[src/rtl/player_link_rx_pkg.sv]
// Shared frame layout, FSM encoding and parity helper for the player-2 board-to-board link.
// The slave-side transmitter builds its frames from the same definitions.
package player_link_rx_pkg;

  localparam int LINK_DATA_BITS = 5;

  // Button order inside a frame, LSB (first on the wire) first.
  localparam int BIT_UP     = 0;
  localparam int BIT_DOWN   = 1;
  localparam int BIT_LEFT   = 2;
  localparam int BIT_RIGHT  = 3;
  localparam int BIT_ATTACK = 4;

  // Even parity: XOR over data and parity bit must reduce to this value.
  localparam logic PARITY_RESIDUE = 1'b0;

  typedef enum logic [2:0] {
    ST_IDLE   = 3'd0,
    ST_START  = 3'd1,
    ST_DATA   = 3'd2,
    ST_PARITY = 3'd3,
    ST_STOP   = 3'd4
  } link_state_e;

  function automatic logic parity_ok(input logic [LINK_DATA_BITS-1:0] data, input logic par);
    return ((^data) ^ par) == PARITY_RESIDUE;
  endfunction

endpackage

[src/rtl/link_bit_timer.sv]
// Loadable down-counter producing a one-cycle sample tick in the middle of each serial bit.
// A half-bit load centres the first tick on the start bit; each tick reloads a full bit.
module link_bit_timer #(
  parameter int CLKS_PER_BIT = 10417
) (
  input  logic clk,
  input  logic rst,
  input  logic i_load_half,
  input  logic i_run,
  output logic o_tick
);

  localparam int CW = $clog2(CLKS_PER_BIT);
  localparam logic [CW-1:0] HALF_LOAD = CW'(CLKS_PER_BIT / 2 - 1);
  localparam logic [CW-1:0] FULL_LOAD = CW'(CLKS_PER_BIT - 1);

  logic [CW-1:0] r_cnt;

  assign o_tick = i_run && (r_cnt == '0);

  always_ff @(posedge clk) begin
    if (rst) begin
      r_cnt <= '0;
    end else if (i_load_half) begin
      r_cnt <= HALF_LOAD;
    end else if (o_tick) begin
      r_cnt <= FULL_LOAD;
    end else if (i_run) begin
      r_cnt <= r_cnt - 1'b1;
    end
  end

endmodule

[src/rtl/player_link_rx.sv]
// Player-2 link receiver: synchronises rx, decodes start/5 data/parity/stop frames, holds the
// last good button state and drops it if no good frame arrives within TIMEOUT_CLKS.
module player_link_rx
  import player_link_rx_pkg::*;
#(
  parameter int CLKS_PER_BIT = 10417,
  parameter int TIMEOUT_CLKS = 5000000
) (
  input  logic       clk,
  input  logic       rst,
  input  logic       rx,
  output logic       input_player2UpBtn,
  output logic       input_player2DownBtn,
  output logic       input_player2LeftBtn,
  output logic       input_player2RightBtn,
  output logic       input_player2AttackBtn,
  output logic       frame_valid,
  output logic       frame_err,
  output logic       link_up,
  output logic [2:0] dbg_state
);

  localparam int TW = $clog2(TIMEOUT_CLKS);
  localparam logic [TW-1:0] TO_MAX = TW'(TIMEOUT_CLKS - 1);

  logic                      r_rx_meta;
  logic                      r_rx_sync;
  link_state_e               r_state;
  link_state_e               w_next_state;
  logic [2:0]                r_bit_idx;
  logic [LINK_DATA_BITS-1:0] r_data;
  logic                      r_par;
  logic [LINK_DATA_BITS-1:0] r_btn;
  logic                      r_frame_valid;
  logic                      r_frame_err;
  logic                      r_link_up;
  logic [TW-1:0]             r_to_cnt;
  logic                      w_load_half;
  logic                      w_run;
  logic                      w_tick;
  logic                      w_good;
  logic                      w_bad;

  always_ff @(posedge clk) begin
    if (rst) begin
      r_rx_meta <= 1'b1;
      r_rx_sync <= 1'b1;
    end else begin
      r_rx_meta <= rx;
      r_rx_sync <= r_rx_meta;
    end
  end

  assign w_run = (r_state != ST_IDLE);

  link_bit_timer #(.CLKS_PER_BIT(CLKS_PER_BIT)) u_bit_timer (
    .clk         (clk),
    .rst         (rst),
    .i_load_half (w_load_half),
    .i_run       (w_run),
    .o_tick      (w_tick)
  );

  always_ff @(posedge clk) begin
    if (rst) r_state <= ST_IDLE;
    else     r_state <= w_next_state;
  end

  always_comb begin
    w_next_state = r_state;
    w_load_half  = 1'b0;
    w_good       = 1'b0;
    w_bad        = 1'b0;
    case (r_state)
      ST_IDLE: begin
        if (!r_rx_sync) begin
          w_next_state = ST_START;
          w_load_half  = 1'b1;
        end
      end
      ST_START: begin
        // A high line at mid start bit was only a glitch.
        if (w_tick) w_next_state = r_rx_sync ? ST_IDLE : ST_DATA;
      end
      ST_DATA: begin
        if (w_tick && (r_bit_idx == 3'(LINK_DATA_BITS - 1))) w_next_state = ST_PARITY;
      end
      ST_PARITY: begin
        if (w_tick) w_next_state = ST_STOP;
      end
      ST_STOP: begin
        if (w_tick) begin
          w_next_state = ST_IDLE;
          if (r_rx_sync && parity_ok(r_data, r_par)) w_good = 1'b1;
          else                                       w_bad  = 1'b1;
        end
      end
      default: w_next_state = ST_IDLE;
    endcase
  end

  // Data arrives LSB first, so shifting in from the top leaves d0 in bit 0.
  always_ff @(posedge clk) begin
    if (rst) begin
      r_bit_idx <= '0;
      r_data    <= '0;
      r_par     <= 1'b0;
    end else if (w_tick) begin
      case (r_state)
        ST_START: r_bit_idx <= '0;
        ST_DATA: begin
          r_data    <= {r_rx_sync, r_data[LINK_DATA_BITS-1:1]};
          r_bit_idx <= r_bit_idx + 1'b1;
        end
        ST_PARITY: r_par <= r_rx_sync;
        default: ;
      endcase
    end
  end

  // A good frame takes priority over timeout expiry in the same cycle.
  always_ff @(posedge clk) begin
    if (rst) begin
      r_btn         <= '0;
      r_frame_valid <= 1'b0;
      r_frame_err   <= 1'b0;
      r_link_up     <= 1'b0;
      r_to_cnt      <= '0;
    end else begin
      r_frame_valid <= w_good;
      r_frame_err   <= w_bad;
      if (w_good) begin
        r_btn     <= r_data;
        r_link_up <= 1'b1;
        r_to_cnt  <= '0;
      end else begin
        if (r_to_cnt != TO_MAX) r_to_cnt <= r_to_cnt + 1'b1;
        if (r_to_cnt == TO_MAX) begin
          r_btn     <= '0;
          r_link_up <= 1'b0;
        end
      end
    end
  end

  assign input_player2UpBtn     = r_btn[BIT_UP];
  assign input_player2DownBtn   = r_btn[BIT_DOWN];
  assign input_player2LeftBtn   = r_btn[BIT_LEFT];
  assign input_player2RightBtn  = r_btn[BIT_RIGHT];
  assign input_player2AttackBtn = r_btn[BIT_ATTACK];
  assign frame_valid            = r_frame_valid;
  assign frame_err              = r_frame_err;
  assign link_up                = r_link_up;
  assign dbg_state              = r_state;

endmodule

[config.mk]
export PLATFORM = sky130hd
export DESIGN_NAME = player_link_rx
export DESIGN_NICKNAME = d
export VERILOG_FILES = /design/src/rtl/player_link_rx_pkg.sv /design/src/rtl/link_bit_timer.sv /design/src/rtl/player_link_rx.sv
export SDC_FILE = /design/constraint.sdc
export NUM_CORES = 1
export LEC_CHECK = 0
export BUFFER_PORTS_ARGS = -buffer_cell sky130_fd_sc_hd__buf_2
export CORE_ASPECT_RATIO = 1.25
export CORE_MARGIN = 2
export CORE_UTILIZATION = 60
export CTS_CLUSTER_DIAMETER = 100
export CTS_CLUSTER_SIZE = 30
export DETAILED_ROUTE_END_ITERATION = 7
export GPL_TIMING_DRIVEN = 0
export MAX_ROUTING_LAYER = met4
export PLACE_DENSITY = 0.86
export SYNTH_ARGS = -nofsm -noshare
export SYNTH_HDL_FRONTEND = slang
export SYNTH_SLANG_ARGS = --single-unit
[constraint.sdc]
create_clock -name clk -period 2.64 [get_ports clk]
set_input_delay 0.264 -clock clk [delete_from_list [all_inputs] [get_ports clk]]
set_output_delay 0.264 -clock clk [all_outputs]
set_load 0.01 [all_outputs]
# After elaboration in Yosys (flattened, before gate mapping)
# Cells that the tools add are included.
op_classes:
  n_addsub: 3
  multipliers: 0
  n_div: 0
  n_lt_le_gt_ge: 0
  eq_ne: 12
  n_shift: 0
  n_mux: 21
  bitwise_logic: 4
  n_reduce_logical: 19
ops:
  columns: ["op", "count"]
  rows:
  - ["14-bit two-way mux", 2]
  - ["23-bit by 1-bit adder with 23-bit output, second input constant", 1]
  - ["23-bit equality test, second input constant", 1]
  - ["23-bit != test, second input constant", 1]
  - ["3-bit two-way mux", 5]
  - ["3-bit one-hot mux with 5 select lines", 1]
  - ["14-bit logical NOT", 1]
  - ["14-bit by 1-bit subtractor with 14-bit output, second input constant", 1]
  - ["13-bit two-way mux", 1]
  - ["5-bit two-way mux", 2]
  - ["2-bit != test, second input constant", 5]
  - ["1-bit two-way mux", 8]
  - ["3-bit by 2-bit equality test with 1-bit output, second input constant", 2]
  - ["3-bit equality test, second input constant", 2]
  - ["3-bit one-hot mux with 2 select lines", 1]
  - ["2-bit AND reduction", 3]
  - ["2-bit nonzero test", 3]
  - ["3-bit nonzero test", 2]
  - ["3-bit OR reduction", 2]
  - ["5-bit AND reduction", 1]
  - ["5-bit parity", 1]
  - ["2-bit OR reduction", 2]
  - ["3-bit by 1-bit adder with 3-bit output, second input constant", 1]
  - ["3-bit by 1-bit equality test with 1-bit output, second input constant", 1]
  - ["other kinds (5)", 9]
word_totals:
  register_bits: 59
  latchBits: 0
  ram_bits: 0
  rom_bits: 0
  in_bits: 3
  output_inout_bits: 11
  elab_cells: 73
  n_memories: 0

# Depth between registers and ports, before layout
# Gate-level depths: netlist of the first run.
depth:
  word_depth: 8
  mapped_depth: 10
  ltp_nobuf: 7

# Cells and area by module
# From an unflattened synthesis of the first run, not the netlist that was laid out.
hier_totals:
  hier_cells: 343
  area_unflattened_um2: 2937.8
modules_own_cells:
  columns: ["module", "instances", "cells_each", "area_each_um2", "seq_area_each_um2"]
  rows:
  - ["player_link_rx", 1, 258, 2214.6, 900.9]
  - ["link_bit_timer", 1, 85, 723.2, 280.3]

# Least setup slack after synthesis of the first run
# OpenSTA, ideal clock, no wires.
synth_path:
  path_type: "flip-flop to flip-flop"
  start: "reg u_bit_timer.r_cnt[6]"
  end: "reg r_to_cnt[13]"
  setup_time_ps: 115
  arrival_ps: 2241
  required_ps: 2525
  slack_ps: 283
  stages_incl_launch_ff: 9
  path_buffers: 3
  period_less_slack_ps: 2357
  path_cell_list: "dfxtp_1 > or4_4 > or4b_1 > buf_6 > nor4b_4 > or2_1 > buf_6 > buf_8 > nor2_1"
synth_via:
  elab_chain_len: 5
synth_rtl:
  columns: ["item", "line", "source"]
  rows:
  - ["from (decl)", "link_bit_timer.sv:17", "logic [CW-1:0] r_cnt;"]
  - ["from (signal assigned)", "link_bit_timer.sv:29", "r_cnt <= r_cnt - 1'b1;"]
  - ["14-bit logical NOT", "link_bit_timer.sv:19", "assign o_tick = i_run && (r_cnt == '0);"]
  - ["1-bit logical AND", "link_bit_timer.sv:19", null]
  - ["1-bit two-way mux", "player_link_rx.sv:92", "if (w_tick) begin"]
  - ["1-bit two-way mux", "player_link_rx.sv:74", "case (r_state)"]
  - ["2-bit OR reduction (no line)", null, null]
  - ["to (signal assigned)", "player_link_rx.sv:137", "if (r_to_cnt != TO_MAX) r_to_cnt <= r_to_cnt + 1'b1;"]
  - ["to (decl)", "player_link_rx.sv:37", "logic [TW-1:0] r_to_cnt;"]
# Every way passes these cells.
# A chain may end at the register's enable or synchronous reset.

# Worst setup path after layout of the first run
layout_path:
  start: "reg u_bit_timer.r_cnt[9]"
  end: "reg r_to_cnt[18]"
# The elaborated chain is that of the path after synthesis.

==> impl_metrics.toml, run 1 <==
[synth]
synth_area_leaders = "dfxtp_1 42%, nor2_1 7.4%, xnor2_1 6.8%, a21oi_1 3.5%, mux2i_1 3.2%"
dominantRegCellSynth = "dfxtp_1"
ys_top_cells_by_count = "59 x dfxtp_1, 56 x nor2_1, 22 x xnor2_1"
yosysWarnings = 0
ys_seq_area_share_pct = 41.81
synthesis.nets = 330
yosysMostFrequentCell = "dfxtp_1"
yosys.cell_types.count = 50
async_flop_share_pct = 0
synth_top_area_share_pct = 41.81
synth_area_leader_cell = "dfxtp_1"
syn-instance-count = 323
synth_area_sq_mm = 0.002825
synth.avg_cell_area_sq_um = 8.747
synth_seq_cells = 59
synth_edf_count = 0

[clocking]
cts_setup_buffers = 0
path_clk_slew_ps = 70
htreeDepth = 3
cts_tree = "done"
postCtsHoldBufs = 0
cts_buffer_depth = 2
clkSinkCount = 59
clock_latency_ps = 340
cts_buffers = 9
root_buffer = "clkbuf_8"

[worst_setup_path]
reg2reg_to = "r_to_cnt[18]"
critPathKind = "reg2reg"
rrSetupSlack_ps = 180
start_kind = "register"
reg2reg_depth = 8
cp.required_ps = 2870
cp_max_fo = 10
arrival_ps = 2690
timing.rr.start = "u_bit_timer.r_cnt[9]"
crit_path_end_kind = "register"

[pwr]
p_per_area_mw_per_mm2 = 677.1
ir_drop_mv = 0.4912
p_leak_uw = 0.001190
internal-power_uw = 1622
p_sw_uw = 542.1
netSwitchingFraction_pct = 25.04
p_seq_share_pct = 44.4
comb_power_share_pct = 12.5
p_total_uw = 2165
p_clk_share_pct = 43.1

[run_status]
run_status = "finished clean"

[hold_path]
min_path_cells = 2
hp-start = "rx"
hold_class = "in2reg"
hold_end = "r_rx_meta"

[route]
dr.pass1.iters = 4
avgViaCountPerCell = 5.688
drc_errors = 0
avgRoutedWirePerCell_microns = 13.95
drt_wl_total_mm = 5.718
drtAntennaViolNets = 0
drt_iter0_markers = 133
vias = 2332

[floorplanning]
num_rows = 27
dieArea_sq_mm = 0.005277
fp.dieH_microns = 80.72
core-area_sq_mm = 0.004459
io_pins = 14
dieWidth_microns = 65.38
initial_core_util_pct = 63.36

[layout]
final_layout_size_suffix_gt1_share_pct = 14.49
n_antenna_cell = 0
syn_to_final_growth_pct = 13.15
finalInstanceArea_sq_mm = 0.003197
nets = 354
fill_cells = 355
final_core_util_pct = 71.69

[grt]
grt_max_degree = 11
overflow = 0
grt_antenna_before_repair = 0
grt_pass1_vias = 2327
grt_usage_pct = 25.08
grt_pass1_wl_mm = 9.929

[place]
portBuffers = 13
place.gp.congestion = 0.8519
post_dp_cell_area_sq_mm = 0.002963
dp_hpwl_mm = 3.904

[timing]
hold_violations = 0
worst_slew_pin_slew_ps = 883.8
period_needed_ps = 2464
final_max_slew_viol_count = 0
clock_skew_ps = 8.249
relSlewSlack_pct = 40.62
max_freq_ghz = 0.4058
rsz0062_at_grt = "no"
setup_violations = 0
period_share_pct = 93.33

[run]
maxCapViolations = 0
[critical path: stages (launching register included)]
cell	delay (ps)
dfxtp_1	320
or4_4	570
or4b_1	550
buf_6	170
nor4b_4	280
or2_1	150
buf_6	120
buf_8	130
nor2_1	50
[layout make-up]
class | count | area, sq um | share of cell area [%]
inverter | 8 | 30.03 | 0.9393
multi-input combinational | 241 | 1521 | 47.59
clock buffer | 12 | 155.1 | 4.853
clock inverter | 4 | 72.57 | 2.270
sequential | 59 | 1181 | 36.95
tap | 58 | 72.57 | 2.270
buffer | 15 | 98.84 | 3.092
timing repair buffer | 13 | 65.06 | 2.035
[flip-flops by register name, summed over array words and instances (netlist names)]
signal and count:
link_up 1, r_to_cnt 23, r_bit_idx 3, r_btn 5, u_bit_timer.r_cnt 14, frame_err 1
r_rx_meta 1, r_par 1, dbg_state 3, r_rx_sync 1, r_data 5, frame_valid 1
[power groups by stage]
stage / clock (uW) / combinational, uW / sequential [uW]
after detailed placement: 0 / 262 / 979
after floorplan: 0 / 210 / 972
after global routing: 983 / 302 / 965
final: 934 / 270 / 960
after global placement: 0 / 250 / 977
after CTS: 938 / 270 / 960
[placed cells by master (no fill, tap or decap), types with 10 or more instances in the layout]
| master | netlist | routed |
|---|---|---|
| nand2_1 | 19 | 19 |
| nor2_1 | 56 | 56 |
| dfxtp_1 | 59 | 59 |
| nor3_1 | 15 | 15 |
| clkbuf_1 | 9 | 10 |
| nand3_1 | 12 | 12 |
| buf_2 | 1 | 14 |
| clkbuf_8 | 0 | 11 |
| xnor2_1 | 22 | 22 |
| a21oi_1 | 20 | 20 |
[per-layer routing]
layer / vias up / wire (microns) / track usage (%)
met5: - / 0 / -
met4: 0 / 102 / 11.88
met3: 11 / 192 / 6.022
met2: 41 / 2902 / 44.18
met1: 1106 / 2520 / 26.17
li1: 1174 / - / -
[how the worst max path moves through the flow]
stage | from | to | slack [ps] | depth (start not counted)
3_3_place_gp | u_bit_timer.r_cnt[6] | r_data[3] | -40 | 5
3_5_place_dp | u_bit_timer.r_cnt[6] | u_bit_timer.r_cnt[9] | -90 | 5
2_1_floorplan | u_bit_timer.r_cnt[6] | r_to_cnt[13] | 280 | 8
5_1_grt | u_bit_timer.r_cnt[9] | r_to_cnt[18] | 40 | 8
4_1_cts | u_bit_timer.r_cnt[6] | r_to_cnt[18] | 130 | 8
6_report | u_bit_timer.r_cnt[9] | r_to_cnt[18] | 180 | 8
[cells by family (layout without fill, tap and decap cells)]
logic type | Yosys count | after routing | share of synthesized area (%)
and+or+nand+nor | 161 | 161 | 30.82
DFF | 59 | 59 | 41.81
AOI/OAI and AO/OA | 38 | 38 | 8.327
xor gates and xnor gates | 29 | 29 | 9.521
buffers and inverters | 23 | 52 | 4.561
muxes | 9 | 9 | 3.189
adders and majority gates | 4 | 4 | 1.772
[metrics by stage]
step | TNS (ps) | cells | setup slack [ps] | hold WS, ps
6_report | 0 | 410 | 176.0 | 105.2
5_1_grt | 0 | 410 | 39.79 | 113.5
4_1_cts | 0 | 410 | 133.6 | 105.3
3_5_place_dp | -566.9 | 394 | -85.69 | 399.7
3_3_place_gp | -282.0 | 394 | -42.88 | 391.2
2_1_floorplan | 0 | 323 | 283.4 | 367.8
[what timing repair did]
action / in CTS / in global routing
gates resized for setup: 1 / 0
setup endpoints to repair: 13 / 1
pin swaps: 0 / 2
Note: power is estimated with default switching activity, not from simulation.
==> run 2: changes to the inputs <==
--- a/config.mk
+++ b/config.mk
@@ -5,6 +5,7 @@
 export SDC_FILE = /design/constraint.sdc
 export NUM_CORES = 1
 export LEC_CHECK = 0
+export ABC_AREA = 1
 export BUFFER_PORTS_ARGS = -buffer_cell sky130_fd_sc_hd__buf_2
 export CORE_ASPECT_RATIO = 1.25
 export CORE_MARGIN = 2
==> impl_metrics.toml, run 2 <==
[grt]
grt_usage_pct = 26.19
overflow = 0
use_met2_pct = 42.42
grt_pass1_vias = 2712
grtUsageMet1_pct = 28.72
busiest_layer = "met2"
grt_pass1_wl_mm = 11.24
grt_antenna_before_repair = 0
grt_max_degree = 13
met3_usage_pct = 4.723

[pwr]
p_leak_uw = 0.001413
ir_drop_mv = 0.8138
p_per_area_mw_per_mm2 = 944.4

[layout]
n_antenna_cell = 0
finalInstanceArea_sq_mm = 0.003372
layout.cells.non_filler = 521
top_register = "r_to_cnt"
largest_reg_flops = 23
largestRegisters = "r_to_cnt: 23 flops, u_bit_timer.r_cnt: 14 flops"
final_common_cell = "nand2_1"
layout_common_cells = "93 x nand2_1, 59 x dfxtp_1, 55 x inv_1, 44 x nor2_1, 32 x nand3_1"
syn_to_final_growth_pct = 10.81
nets = 461
final_layout_size_suffix_gt1_share_pct = 14.81

[route]
drc_errors = 0
avgRoutedWirePerCell_microns = 12.62
avgViaCountPerCell = 5.501
vias = 2866
drt_iter0_markers = 157
drt_wl_total_mm = 6.577
dr.pass1.iters = 5
drtAntennaViolNets = 0

[worst_setup_path]
crit_buf_inv = 2
arrival_ps = 2100
cp_cell_sequence = "inv_1 -> ha_1 -> nand3_1 -> nor2_1 -> nand2_2 -> nor3_2 -> nand3_2 -> nand2_4 -> buf_8 -> a21oi_1"
critPathKind = "reg2reg"
cp.required_ps = 2860
crit_path_end_kind = "register"
crit_path_start = "u_bit_timer.r_cnt[0]"
cpLargestDelayFamily = "simple AND/OR/NAND/NOR gates"
critPathSlowestCell = "dfxtp_1"
max_stage_delay_ps = 310
start_kind = "register"
timing.rr.start = "u_bit_timer.r_cnt[0]"
cp_max_fo = 10

[timing]
final_max_slew_viol_count = 0
max_freq_ghz = 0.5306
period_share_pct = 71.38
whs_ps = 100.5
relSlewSlack_pct = 65.78
rsz0062_at_grt = "no"
period_needed_ps = 1885
fin_tns_setup_ps = 0
setup_violations = 0
worst_slew_pin_slew_ps = 513.2
clock_skew_ps = 10.21
hold_violations = 0

[clocking]
cts_buffers = 9
clkSinkCount = 59
cts_buffer_depth = 2
htreeDepth = 3
clock_latency_ps = 340
cts_resized = 0
root_buffer = "clkbuf_8"
cts_tree = "done"
cts_setup_buffers = 0
postCtsHoldBufs = 0
path_clk_slew_ps = 80

[floorplanning]
initial_core_util_pct = 61.21
num_rows = 29
core-area_sq_mm = 0.004971
dieWidth_microns = 67.70
dieArea_sq_mm = 0.005661
fp.dieH_microns = 83.62
io_pins = 14

[synth]
synth_area_leader_cell = "dfxtp_1"
syn-instance-count = 430
ys_seq_area_share_pct = 38.82
synth_seq_cells = 59
synth.avg_cell_area_sq_um = 7.077
synth_area_sq_mm = 0.003043
synth_area_leaders = "dfxtp_1 39%, nand2_1 11%, inv_1 6.8%, nor2_1 5.4%, nand3_1 5.3%"
yosys.cell_types.count = 34
yosysWarnings = 0
ys_top_cells_by_count = "93 x nand2_1, 59 x dfxtp_1, 55 x inv_1"
dominantRegCellSynth = "dfxtp_1"
synth_edf_count = 0
async_flop_share_pct = 0
synth_top_area_share_pct = 38.82
synthesis.nets = 437
yosysMostFrequentCell = "nand2_1"

[hold_path]
hold_class = "in2reg"
hp-start = "rx"

[run_status]
run_status = "finished clean"

[place]
post_dp_cell_area_sq_mm = 0.003186
dp.cells = 505
place.gp.congestion = 0.8726
portBuffers = 13
dp_hpwl_mm = 4.845

[run]
maxCapViolations = 0
[run 2: path summary, 6_finish.rpt]
path            endpoint  depth (start not counted)  slack (ps)
max          r_to_cnt[2]                         10         760
min            r_rx_meta                          2         100
max reg2reg  r_to_cnt[2]                         10         760
min reg2reg    r_rx_sync                          1         420
[run 2: logic make-up after synthesis]
kind of cell | count (synthesis) | synth area share (%)
adders and majority gates | 4 | 1.645
buffers and inverters | 66 | 9.128
xor gates and xnor gates | 17 | 4.893
DFF | 59 | 38.82
AOI/OAI and AO/OA | 56 | 10.28
and+or+nand+nor | 228 | 35.24
[run 2: per-layer routing]
layer  wire, microns  vias up
li1                -     1450
met4             263        0
met5               0        -
met2            3392       72
met1            2723     1317
met3             197       27
[run 2: per-stage QoR]
step	power, uW	setup slack [ps]	util (%)
floorplan	2157	1059	-
global placement	2352	866.8	64.08
detailed placement	2419	796.7	64.08
CTS	3184	763.8	67.83
global route	3434	629.7	67.83
finish	3185	755.5	67.83
[run 2: cell type report]
cell class                 instances  area [sq um]
clock buffer                      10         137.6
clock inverter                     6         48.80
tap                               62         77.57
buffer                             7         56.30
fill                             403          1599
multi-input combinational        305          1584
timing repair buffer              13         65.06
sequential                        59          1181
inverter                          59         221.5
[run 2: report_power, final]
group          internal [uW]  switching [uW]  leakage, uW  total, uW
Combinational            437             844     0.000848       1280
Sequential              1020             117     0.000479       1140
Clock                    373             394    0.0000855        768
Total                   1830            1360      0.00141       3180
